==> src/rtl/iq_scheduler_pkg.sv <==
// Shared defaults and helpers for the issue-queue scheduler.
`default_nettype none

package iq_scheduler_pkg;

  localparam int unsigned SLOTS_DEF     = 8;
  localparam int unsigned WIDTH_IDX_DEF = 3;
  localparam int unsigned WIDTH_BRM_DEF = 3;
  localparam int unsigned WIDTH_CNT_DEF = 4;
  localparam int unsigned LANES         = 4;
  localparam int unsigned STAT_W        = 16;

  function automatic logic [4:0] popcount16(input logic [15:0] v);
    logic [4:0] n;
    n = '0;
    for (int i = 0; i < 16; i++) begin
      n = n + {4'd0, v[i]};
    end
    return n;
  endfunction

endpackage

`default_nettype wire

==> src/rtl/iq_scheduler_oldest_select.sv <==
// Age-matrix picker: grants the candidate that no other candidate is older than.
`default_nettype none

module iq_scheduler_oldest_select
  import iq_scheduler_pkg::*;
#(
  parameter int unsigned SLOTS = SLOTS_DEF
) (
  input  logic [SLOTS-1:0]            cand_i,
  input  logic [SLOTS-1:0][SLOTS-1:0] older_i,
  output logic [SLOTS-1:0]            grant_o
);

  always_comb begin : p_pick
    logic blocked;
    grant_o = '0;
    blocked = 1'b0;
    for (int s = 0; s < SLOTS; s++) begin
      blocked = 1'b0;
      for (int j = 0; j < SLOTS; j++) begin
        if (j != s && cand_i[j] && older_i[j][s]) begin
          blocked = 1'b1;
        end
      end
      grant_o[s] = cand_i[s] & ~blocked;
    end
  end

endmodule

`default_nettype wire

==> src/rtl/iq_scheduler.sv <==
// iq_scheduler: slot allocation, age tracking, kill and 2-port oldest-ready select.
// Optional IQ_SCHED_STATS_EN adds dispatch-stall and issue counters.
`default_nettype none

module iq_scheduler
  import iq_scheduler_pkg::*;
#(
  parameter int unsigned SLOTS     = SLOTS_DEF,
  parameter int unsigned WIDTH_IDX = WIDTH_IDX_DEF,
  parameter int unsigned WIDTH_BRM = WIDTH_BRM_DEF,
  parameter int unsigned WIDTH_CNT = WIDTH_CNT_DEF
) (
  input  logic                       i_clk,
  input  logic                       i_rst_n,
  input  logic [LANES-1:0]           i_disp_valid,
  input  logic [LANES*WIDTH_BRM-1:0] i_disp_brm,
  output logic                       o_disp_ready,
  output logic [LANES*WIDTH_IDX-1:0] o_alloc_idx,
  output logic [SLOTS-1:0]           o_alloc_we,
  input  logic [SLOTS-1:0]           i_slot_ready,
  input  logic [SLOTS*WIDTH_BRM-1:0] i_slot_brm,
  input  logic [WIDTH_BRM-1:0]       i_BrKill,
  input  logic [1:0]                 i_stall,
  output logic [SLOTS-1:0]           o_grant1,
  output logic [SLOTS-1:0]           o_grant2,
  output logic [1:0]                 o_issue_valid,
`ifdef IQ_SCHED_STATS_EN
  output logic [STAT_W-1:0]          o_stall_cnt,
  output logic [STAT_W-1:0]          o_issue_cnt,
`endif
  output logic [SLOTS-1:0]           o_slot_valid,
  output logic [WIDTH_CNT-1:0]       o_count
);

  logic [SLOTS-1:0]            valid_q, valid_d;
  logic [SLOTS-1:0][SLOTS-1:0] older_q, older_d;
  logic [WIDTH_CNT-1:0]        count_q, count_d;

  logic [SLOTS-1:0]            kill, cand1, cand2, sel1, sel2;
  logic [SLOTS-1:0]            grant1, grant2, survive, alloc;
  logic [LANES-1:0]            lane_live;
  logic [LANES*WIDTH_IDX-1:0]  alloc_idx;
  logic                        disp_ready, fire;

  always_comb begin
    kill = '0;
    for (int s = 0; s < SLOTS; s++) begin
      kill[s] = valid_q[s] & |(i_slot_brm[s*WIDTH_BRM +: WIDTH_BRM] & i_BrKill);
    end
    lane_live = '0;
    for (int l = 0; l < LANES; l++) begin
      lane_live[l] = i_disp_valid[l] & ~|(i_disp_brm[l*WIDTH_BRM +: WIDTH_BRM] & i_BrKill);
    end
  end

  // Readiness looks only at registered occupancy; the whole group stalls otherwise.
  assign disp_ready = (count_q <= WIDTH_CNT'(SLOTS - LANES));
  assign fire       = i_rst_n & disp_ready & |i_disp_valid;

  // Surviving lanes take the lowest free slots in lane order, so lower lane => lower index.
  always_comb begin : p_alloc
    logic [SLOTS-1:0] free_rem;
    logic             found;
    free_rem  = ~valid_q;
    found     = 1'b0;
    alloc     = '0;
    alloc_idx = '0;
    for (int l = 0; l < LANES; l++) begin
      found = 1'b0;
      if (fire && lane_live[l]) begin
        for (int s = 0; s < SLOTS; s++) begin
          if (!found && free_rem[s]) begin
            found       = 1'b1;
            free_rem[s] = 1'b0;
            alloc[s]    = 1'b1;
            alloc_idx[l*WIDTH_IDX +: WIDTH_IDX] = WIDTH_IDX'(s);
          end
        end
      end
    end
  end

  assign cand1 = valid_q & i_slot_ready & ~kill;

  iq_scheduler_oldest_select #(.SLOTS(SLOTS)) u_sel1 (
    .cand_i  (cand1),
    .older_i (older_q),
    .grant_o (sel1)
  );

  assign grant1 = i_stall[0] ? '0 : sel1;
  assign cand2  = cand1 & ~grant1;

  iq_scheduler_oldest_select #(.SLOTS(SLOTS)) u_sel2 (
    .cand_i  (cand2),
    .older_i (older_q),
    .grant_o (sel2)
  );

  assign grant2  = i_stall[1] ? '0 : sel2;
  assign survive = valid_q & ~kill & ~grant1 & ~grant2;
  assign valid_d = survive | alloc;
  assign count_d = WIDTH_CNT'(popcount16(16'(valid_d)));

  // A new slot is younger than every survivor; inside a group the lower index is older.
  always_comb begin
    older_d = older_q;
    for (int i = 0; i < SLOTS; i++) begin
      for (int j = 0; j < SLOTS; j++) begin
        if (alloc[i]) begin
          older_d[i][j] = alloc[j] & (i < j);
        end else if (alloc[j]) begin
          older_d[i][j] = survive[i];
        end
      end
    end
  end

  always_ff @(posedge i_clk or negedge i_rst_n) begin
    if (!i_rst_n) begin
      valid_q <= '0;
      older_q <= '0;
      count_q <= '0;
    end else begin
      valid_q <= valid_d;
      older_q <= older_d;
      count_q <= count_d;
    end
  end

`ifdef IQ_SCHED_STATS_EN
  logic [STAT_W-1:0] stall_cnt_q, stall_cnt_d;
  logic [STAT_W-1:0] issue_cnt_q, issue_cnt_d;
  logic [STAT_W:0]   issue_sum;

  assign stall_cnt_d = (|i_disp_valid && !disp_ready && stall_cnt_q != '1)
                       ? stall_cnt_q + 1'b1 : stall_cnt_q;
  assign issue_sum   = {1'b0, issue_cnt_q} + {{(STAT_W-1){1'b0}}, o_issue_valid[1] & o_issue_valid[0],
                                              o_issue_valid[1] ^ o_issue_valid[0]};
  assign issue_cnt_d = issue_sum[STAT_W] ? '1 : issue_sum[STAT_W-1:0];

  always_ff @(posedge i_clk or negedge i_rst_n) begin
    if (!i_rst_n) begin
      stall_cnt_q <= '0;
      issue_cnt_q <= '0;
    end else begin
      stall_cnt_q <= stall_cnt_d;
      issue_cnt_q <= issue_cnt_d;
    end
  end

  assign o_stall_cnt = stall_cnt_q;
  assign o_issue_cnt = issue_cnt_q;
`endif

  assign o_disp_ready  = disp_ready;
  assign o_alloc_we    = alloc;
  assign o_alloc_idx   = alloc_idx;
  assign o_grant1      = grant1;
  assign o_grant2      = grant2;
  assign o_issue_valid = {|grant2, |grant1};
  assign o_slot_valid  = valid_q;
  assign o_count       = count_q;

endmodule

`default_nettype wire

==> config.mk <==
export PLATFORM = sky130hd
export DESIGN_NAME = iq_scheduler
export DESIGN_NICKNAME = d
export VERILOG_FILES = /design/src/rtl/iq_scheduler_pkg.sv /design/src/rtl/iq_scheduler_oldest_select.sv /design/src/rtl/iq_scheduler.sv
export SDC_FILE = /design/constraint.sdc
export NUM_CORES = 1
export LEC_CHECK = 0
export CAP_MARGIN = 15
export CORE_AREA = 2 2 107 99
export DETAILED_ROUTE_END_ITERATION = 8
export DIE_AREA = 0 0 109 101
export PLACE_DENSITY = 0.85
export SYNTH_ARGS = -nofsm -noshare
export SYNTH_HDL_FRONTEND = slang
export SYNTH_HIERARCHICAL = 1
export SYNTH_SLANG_ARGS = --single-unit
==> constraint.sdc <==
create_clock -name i_clk -period 15 [get_ports i_clk]
set_input_delay 2.25 -clock i_clk [delete_from_list [all_inputs] [get_ports i_clk]]
set_output_delay 2.25 -clock i_clk [all_outputs]
set_load 0.01 [all_outputs]
==> run summary, run 1 <==
worst IR drop on VDD: 0.0000659 V
via count: 5672
max-slew violations: 0
Die Width: 109 um
CORE AREA: 9940 sq um
GRT overflow: 0
Tmin final: 9.71 ns
synthesized instance count: 655
total number of placement rows: 35
WL per Instance: 22.6 um
share of cells above drive strength 1: 0.0955
Clock Latency Late Sink: 0.36 ns
# IOs: 106
die area: 11000 sq um
initial antenna violation count: 0
RD Place Congestion: 1.00
skew final: 0.0117 ns
first-pass GRT wire length: 29600 um
dpl hpwl: 14500 um
# hold bufs at CTS: 0
Setup crit start kind: input pin
kind of end point of the critical path: output port
postcts setup bufs: 0
Initial Utilization: 0.551
post-route ant nets: 0
gr usage total: 0.360
Clock Path Buffers: 2
DRT Pass-1 Iters: 8
run status: completed
pin count of the biggest net entering global routing: 70
average cell area after synthesis: 8.36 sq um
hold crit path type: reg2reg
post-cts gate resize count: 0
Worst EP arrival: 7.46 ns
Root Buffer: clkbuf_8
Lkg Pwr: 2.67 nW
post-synth net total: 717
Mapped Area: 5480 sq um
Slew headroom: 0.200
delay-heaviest family, CP: simple AND/OR/NAND/NOR gates
First DRT Iteration DRCs: 545
Max H-tree Level: 3
Crit Path Class: in2out
clock sink count: 68
Worst EP required: 12.75 ns
Max Fanout on Critical Path: 12
final hold viol count: 0
pwr dens: 67.4 nW/um^2
worst-margin pin slew: 1.19 ns
vias per cell: 6.58
slowest cell on the critical path: nor3_1
Max Cap Viol: 0
Max stage delay on crit path: 0.97 ns
period utilisation layout: 0.647
CTS tree: done
hold slack: 0.544 ns
CP Buf/Inv Count: 2
CTS clock-pin slew for the worst setup and hold paths: 0.08 ns
# diodes: 0
area grow syn2layout: 21.0%
drc violations: 0
PortBufs: 105
Setup TNS: 0 ns
yosys warns: 6
Cell Chain, Critical Path: clkdlybuf4s50_1 > a22oi_1 > nand3_1 > nor2_1 > a22o_1 > a221oi_1 > and4_1 > nor2b_1 > nor3_1 > a22o_1 > a221oi_1 > and4_1 > nor2b_1 > nor4_1 > nand2_1 > clkdlybuf4s50_1
vias in the first global route: 5365
unrepaired setup endpoints after global routing: no
# setup viols final: 0
Layout Nets: 791
Die Height: 101 um
FMAX: 0.103 GHz
TritonCTS Buffers: 9
Total Wirelength: 19500 um
[sequential cells by signal, indices dropped and copies added, names as in the netlist]
signal,count
o_slot_valid,8
o_count,4
older_q,56
[where the power goes]
part           internal, mW  switching (mW)
registers             0.189         0.00407
clock network        0.0588          0.0741
logic                0.0479          0.0730
total                 0.296           0.151
[metrics by stage]
step	std cells	utilization	setup slack, ns	power (mW)	instance area, sq um
4_1_cts	861	0.666	5.46	0.444	6620
3_5_place_dp	846	0.649	5.46	0.313	6460
3_3_place_gp	846	0.649	5.41	0.312	6460
6_report	862	0.667	5.29	0.447	6630
2_1_floorplan	655	-	7.35	0.263	5480
5_1_grt	862	0.667	5.09	0.466	6630
[cell usage in the layout (no fill, tap or decap), types with 10 or more instances in the layout]
cell / count
clkdlybuf4s50_1: 104
nand2_1: 74
dfrtp_1: 68
o21ai_0: 45
nor2_1: 42
nand3_1: 34
a21oi_1: 32
inv_1: 32
a22oi_1: 31
nor2b_1: 19
a22o_1: 19
nor3_1: 17
o22ai_1: 16
and4_1: 16
mux2i_1: 14
buf_4: 11
and2_1: 10
[worst min-delay path, stage by stage, from the launching register on]
cell and delay (ns):
dfrtp_1 0.37, nand3_1 0.07, o21ai_0 0.07
[worst paths after layout]
check,from,endpoint,slack [ns],cells after the start
worst max-delay path,i_BrKill[2],o_issue_valid[1],5.29,16
worst min-delay path,older_q[52],older_q[52],0.54,2
worst max register to register,o_slot_valid[3],o_count[1],8.05,20
worst min register to register,older_q[52],older_q[52],0.54,2
max in group asynchronous,i_rst_n,older_q[39],12.30,2
min in group asynchronous,i_rst_n,older_q[42],2.08,2
[final cells by class]
cell class / instances / area, sq um
multi-input cells: 498 / 3330
fillers: 841 / 3310
flip-flops and latches: 68 / 1700
repair buffers: 117 / 1140
well taps: 129 / 161
inverters: 35 / 131
clock buffers: 9 / 124
clock inverters: 6 / 41.3
[routing by layer]
metal | GRT usage | vias up | part of all wire
met5 | 0 | - | 0
met2 | 0.535 | 338 | 0.45
met1 | 0.517 | 2727 | 0.43
li1 | - | 2565 | -
met3 | 0.0905 | 42 | 0.11
met4 | 0.105 | 0 | 0.022
Power figures use the tool's default switching activity.
==> run 2, diff against run 1 <==
--- a/config.mk
+++ b/config.mk
@@ -6,10 +6,10 @@
 export NUM_CORES = 1
 export LEC_CHECK = 0
 export CAP_MARGIN = 15
-export CORE_AREA = 2 2 107 99
+export CORE_AREA = 2 2 116 107
 export DETAILED_ROUTE_END_ITERATION = 8
-export DIE_AREA = 0 0 109 101
-export PLACE_DENSITY = 0.85
+export DIE_AREA = 0 0 118 109
+export PLACE_DENSITY = 0.77
 export SYNTH_ARGS = -nofsm -noshare
 export SYNTH_HDL_FRONTEND = slang
 export SYNTH_HIERARCHICAL = 1
==> constraint.sdc (replaced) <==
create_clock -name i_clk -period 8.4 [get_ports i_clk]
set_input_delay 1.26 -clock i_clk [delete_from_list [all_inputs] [get_ports i_clk]]
set_output_delay 1.26 -clock i_clk [all_outputs]
set_load 0.01 [all_outputs]
==> run summary, run 2 (synthesis gave the netlist of run 1 again) <==
reg-to-reg critical path startpoint: o_slot_valid[0]
Clock Path Buffers: 2 (unchanged)
vias per cell: 6.34 (-3.7%)
delay-heaviest family, CP: simple AND/OR/NAND/NOR gates
# diodes: 0 (unchanged)
gr usage total: 0.324 (-0.0356)
first-pass GRT wire length: 31800 um (+7.4%)
Crit. path cell count: 22 (+6)
max-slew violations: 0 (unchanged)
hold crit path type: reg2reg
most frequent cells in the layout: clkdlybuf4s50_1, nand2_1, dfrtp_1, o21ai_0, nor2_1
share of cells above drive strength 1: 0.105 (+0.00977)
Cell Chain, Critical Path: clkdlybuf4s50_1 > a22oi_1 > nand3_1 > nor2_1 > and4_1 > nor2b_1 > nor3_1 > buf_4 > a22o_1 > a221oi_1 > and4_1 > nor2b_1 > nor3_1 > nor2_1 > fa_1 > fa_1 > fa_1 > inv_1 > ha_1 > inv_1 > fa_1 > inv_1
Max stage delay on crit path: 0.72 ns (-0.25 ns)
drc violations: 0 (unchanged)
commonest non-fill, non-tap cell in the layout: clkdlybuf4s50_1
fin util: 0.584 (-0.0826)
Total Wirelength: 20600 um (+6.0%)
# hold bufs at CTS: 0 (unchanged)
placed cell area: 6560 sq um (+1.5%)
pin count of the biggest net entering global routing: 69 (-1.4%)
Initial Utilization: 0.466 (-0.0846)
Non-Filler Instances: 901 (+4.5%)
reg2reg setup slack: 1.65 ns (-6.40 ns)
Largest register FFs: 56 (unchanged)
r2r worst-path depth: 21 (+5.0%)
FMAX: 0.126 GHz
Lkg Pwr: 2.78 nW (+4.0%)
post-route total power: 0.956 mW (+110%)
TritonCTS Buffers: 9 (unchanged)
Tmin final: 7.96 ns
Layout Nets: 798 (+0.88%)
clock sink count: 68 (unchanged)
RD Place Congestion: 1.04 (+3.9%)
post-route ant nets: 0 (unchanged)
Max H-tree Level: 3 (unchanged)
First DRT Iteration DRCs: 620 (+14%)
post-cts gate resize count: 0 (unchanged)
CP Buf/Inv Count: 5 (+3)
vias in the first global route: 5607 (+4.5%)
final instance area: 6860 sq um (+3.5%)
# setup viols final: 0 (unchanged)
hold slack: 0.544 ns (-0.000430 ns)
Worst EP arrival: 8.20 ns (+0.74 ns)
period utilisation layout: 0.947
WL per Instance: 22.9 um (+1.4%)
PortBufs: 105 (unchanged)
Setup TNS: 0 ns (unchanged)
Worst EP required: 8.64 ns (-4.11 ns)
worst IR drop on VDD: 0.000116 V (+77%)
Hold Path Depth: 1 (-1)
Slew headroom: 0.398 (+0.197)
slowest cell on the critical path: nor2_1
Root Buffer: clkbuf_16
setup ws final: 0.442 ns (-4.85 ns)
dpl cells: 885 (+4.6%)
Crit Path Class: in2reg
Max Fanout on Critical Path: 12 (unchanged)
area grow syn2layout: 25.3%
# IOs: 106 (unchanged)
Clock Latency Late Sink: 0.35 ns (about the same)
Max Cap Viol: 0 (unchanged)
CTS tree: done
via count: 5710 (+0.67%)
worst-margin pin slew: 0.899 ns (-0.292 ns)
skew final: 0.00935 ns (-0.00231 ns)
final hold viol count: 0 (unchanged)
CORE AREA: 11700 sq um (+18%)
run status: completed
postcts setup bufs: 0 (unchanged)
GRT overflow: 0 (unchanged)
worst slack at placement: 0.291 ns (-5.17 ns)
total number of placement rows: 38 (+8.6%)
Critical R2R Capture: o_count[1]
Hold EP: older_q[29]
Setup crit start kind: input pin
pwr dens: 139 nW/um^2 (+110%)
fillcell total: 1081 (+29%)
largest register by flop count: older_q
Die Width: 118 um (+8.3%)
die area: 12900 sq um (+17%)
initial antenna violation count: 0 (unchanged)
unrepaired setup endpoints after global routing: no
DRT Pass-1 Iters: 6 (-2)
kind of end point of the critical path: register
dpl hpwl: 15400 um (+6.2%)
Hold Crit Start: older_q[29]
Crit path top cell by count: fa_1
CTS clock-pin slew for the worst setup and hold paths: 0.06 ns (-0.02 ns)
Die Height: 109 um (+7.9%)
## run 2: area by class of cell
cell class,count,area [sq um],area share
clock buffers,9,225,0.0328
clock inverters,7,81.3,0.0119
inverters,35,131,0.0191
multi-input cells,498,3330,0.486
flip-flops and latches,68,1700,0.248
well taps,160,200,0.0292
repair buffers,124,1190,0.173
## run 2: per-layer routing
metal / part of all wire / up-vias / track usage
met2: 0.48 / 323 / 0.552
met3: 0.089 / 72 / 0.0722
li1: - / 2575 / -
met4: 0.040 / 0 / 0.140
met1: 0.40 / 2740 / 0.400
met5: 0 / - / 0
## run 2: how the worst max path moves through the flow
stage | end | from
finish | o_count[1] | i_BrKill[2]
global placement | o_count[1] | i_BrKill[2]
floorplan | o_count[2] | i_BrKill[1]
global route | o_count[2] | i_BrKill[2]
CTS | o_count[2] | i_BrKill[2]
detailed placement | o_count[2] | i_BrKill[2]
## run 2: power by group
group,total [mW],leakage [nW],switching (mW),internal (mW)
sequential,0.355,0.945,0.0177,0.338
combinational,0.206,1.69,0.121,0.0845
clock,0.396,0.147,0.161,0.235
==> run 3, diff against run 2 <==
--- a/config.mk
+++ b/config.mk
@@ -6,10 +6,10 @@
 export NUM_CORES = 1
 export LEC_CHECK = 0
 export CAP_MARGIN = 15
-export CORE_AREA = 2 2 116 107
+export CORE_AREA = 2 2 146 134
+export CTS_CLUSTER_DIAMETER = 200
 export DETAILED_ROUTE_END_ITERATION = 8
-export DIE_AREA = 0 0 118 109
-export PLACE_DENSITY = 0.77
+export DIE_AREA = 0 0 148 136
 export SYNTH_ARGS = -nofsm -noshare
 export SYNTH_HDL_FRONTEND = slang
 export SYNTH_HIERARCHICAL = 1
==> run summary, run 3 (synthesis gave the netlist of run 1 again) <==
First DRT Iteration DRCs: 478 (-23%)
placed cell area: 6680 sq um (+1.8%)
WL per Instance: 20.9 um (-8.7%)
CP Buf/Inv Count: 3 (-2)
Die Width: 148 um (+25%)
skew final: 0.00658 ns (-0.00277 ns)
period utilisation layout: 0.907 (-0.0399)
# setup viols final: 0 (unchanged)
first-pass GRT wire length: 32000 um (+0.61%)
Sequential Power Share: 0.402 (+0.031)
Setup crit start kind: input pin
WL met1: 9310 um (+14%)
Comb pwr share: 0.216 (about the same)
CTS clock-pin slew for the worst setup and hold paths: 0.05 ns (about the same)
Clock Path Buffers: 2 (unchanged)
most frequent cells in the layout: clkdlybuf4s50_1, nand2_1, dfrtp_1, o21ai_0, nor2_1
final hold viol count: 0 (unchanged)
switching power: 0.273 mW (-9.0%)
sw frac: 0.303 (-0.0110)
FMAX: 0.131 GHz (+4.4%)
worst IR drop on VDD: 0.000110 V (-5.3%)
pin count of the biggest net entering global routing: 44 (-36%)
final instance area: 6940 sq um (+1.1%)
DR WL met3: 1290 um (-30%)
commonest non-fill, non-tap cell in the layout: clkdlybuf4s50_1
RD Place Congestion: 1.04 (about the same)
Worst EP arrival: 7.85 ns (-0.35 ns)
delay-heaviest family, CP: simple AND/OR/NAND/NOR gates
postcts setup bufs: 0 (unchanged)
largest register by flop count: older_q
Largest register FFs: 56 (unchanged)
clock power share: 0.382 (-0.032)
area grow syn2layout: 26.7%
pwr dens: 130 nW/um^2 (-6.8%)
Layout Nets: 799 (+0.13%)
WL met2: 9430 um (-3.7%)
fillcell total: 1968 (+82%)
reg-to-reg critical path startpoint: o_slot_valid[1]
Cell Chain, Critical Path: clkdlybuf4s50_1 > a22oi_1 > nand3_1 > nor2_1 > a22o_1 > a221oi_1 > and4_1 > nor2b_1 > nor3_1 > a22o_1 > a221oi_1 > and4_1 > nor2b_1 > or3_1 > nor2b_1 > fa_1 > fa_1 > fa_1 > inv_1 > ha_1 > inv_1 > fa_1 > xnor2_1
Slew headroom: 0.402 (+0.00495)
Setup TNS: 0 ns (unchanged)
unrepaired setup endpoints after global routing: no
Lkg Pwr: 2.77 nW (-0.46%)
reg2reg setup slack: 1.58 ns (-0.07 ns)
drc violations: 0 (unchanged)
post-route ant nets: 0 (unchanged)
Max stage delay on crit path: 0.67 ns (-0.05 ns)
vias in the first global route: 5239 (-6.6%)
via count: 5476 (-4.1%)
worst-margin pin slew: 0.896 ns (-0.00253 ns)
initial antenna violation count: 1 (+1)
die area: 20100 sq um (+56%)
Tmin final: 7.62 ns (-0.335 ns)
max-slew violations: 0 (unchanged)
internal power: 0.629 mW (-4.2%)
post-cts gate resize count: 0 (unchanged)
CORE AREA: 18700 sq um (+60%)
GRT overflow: 0 (unchanged)
# hold bufs at CTS: 0 (unchanged)
DRT Pass-1 Iters: 6 (unchanged)
# IOs: 106 (unchanged)
Die Height: 136 um (+25%)
Total Wirelength: 20700 um (+0.49%)
share of cells above drive strength 1: 0.101 (-0.00418)
Root Buffer: clkbuf_16
Max Fanout on Critical Path: 12 (unchanged)
TritonCTS Buffers: 9 (unchanged)
Initial Utilization: 0.292 (-0.174)
Max H-tree Level: 3 (unchanged)
PortBufs: 105 (unchanged)
CTS tree: done
Max Cap Viol: 0 (unchanged)
kind of end point of the critical path: register
Clock Latency Late Sink: 0.34 ns (about the same)
Crit path top cell by count: fa_1
Worst EP required: 8.62 ns (-0.02 ns)
hold crit path type: reg2reg
# diodes: 0 (unchanged)
slowest cell on the critical path: clkdlybuf4s50_1
clock sink count: 68 (unchanged)
run status: completed
Hold Crit Start: older_q[46]
Crit Path Class: in2reg
vias per cell: 5.52 (-13%)
top routing layer used: met4
Critical path origin: i_BrKill[2]
dpl hpwl: 15900 um (+2.8%)
gr usage total: 0.208 (-0.116)
total number of placement rows: 48 (+26%)
==> run 3: per-stage QoR <==
| step | std cells | utilization | power [mW] | setup slack, ns | hold WS, ns |
|---|---|---|---|---|---|
| floorplan | 655 | - | 0.469 | 1.74 | 0.477 |
| global placement | 976 | 0.356 | 0.564 | 0.355 | 0.517 |
| detailed placement | 976 | 0.356 | 0.562 | 0.502 | 0.517 |
| CTS | 992 | 0.370 | 0.905 | 0.827 | 0.531 |
| global route | 992 | 0.370 | 0.941 | 0.502 | 0.549 |
| finish | 992 | 0.370 | 0.902 | 0.777 | 0.528 |
==> run 3: routing by layer <==
layer,GRT usage,up-vias
met5,0,-
met4,0.0698,0
met3,0.0362,45
met2,0.332,215
li1,-,2573
met1,0.286,2643
==> run 3: area by class of cell <==
| cell class | count | area [sq um] | share of cell area |
|---|---|---|---|
| timing repair buffer | 125 | 1200 | 0.172 |
| tap | 250 | 313 | 0.0451 |
| clock inverter | 2 | 10.0 | 0.00144 |
| sequential | 68 | 1700 | 0.245 |
| inverter | 35 | 131 | 0.0189 |
| multi-input combinational | 498 | 3330 | 0.480 |
| clock buffer | 14 | 254 | 0.0366 |
==> run 3: power groups by stage <==
stage | registers (mW) | logic, mW | clock network (mW)
2_1_floorplan | 0.353 | 0.116 | 0
3_3_place_gp | 0.369 | 0.195 | 0
3_5_place_dp | 0.368 | 0.194 | 0
4_1_cts | 0.362 | 0.195 | 0.348
5_1_grt | 0.365 | 0.213 | 0.363
6_report | 0.363 | 0.195 | 0.344
==> run 3: final timing paths <==
check / to / depth (start not counted)
setup / recovery: o_count[2] / 23
hold / removal: older_q[46] / 1
setup reg to reg: o_count[2] / 21
hold reg to reg: older_q[46] / 1
max in group asynchronous: older_q[46] / 3
min in group asynchronous: older_q[42] / 2
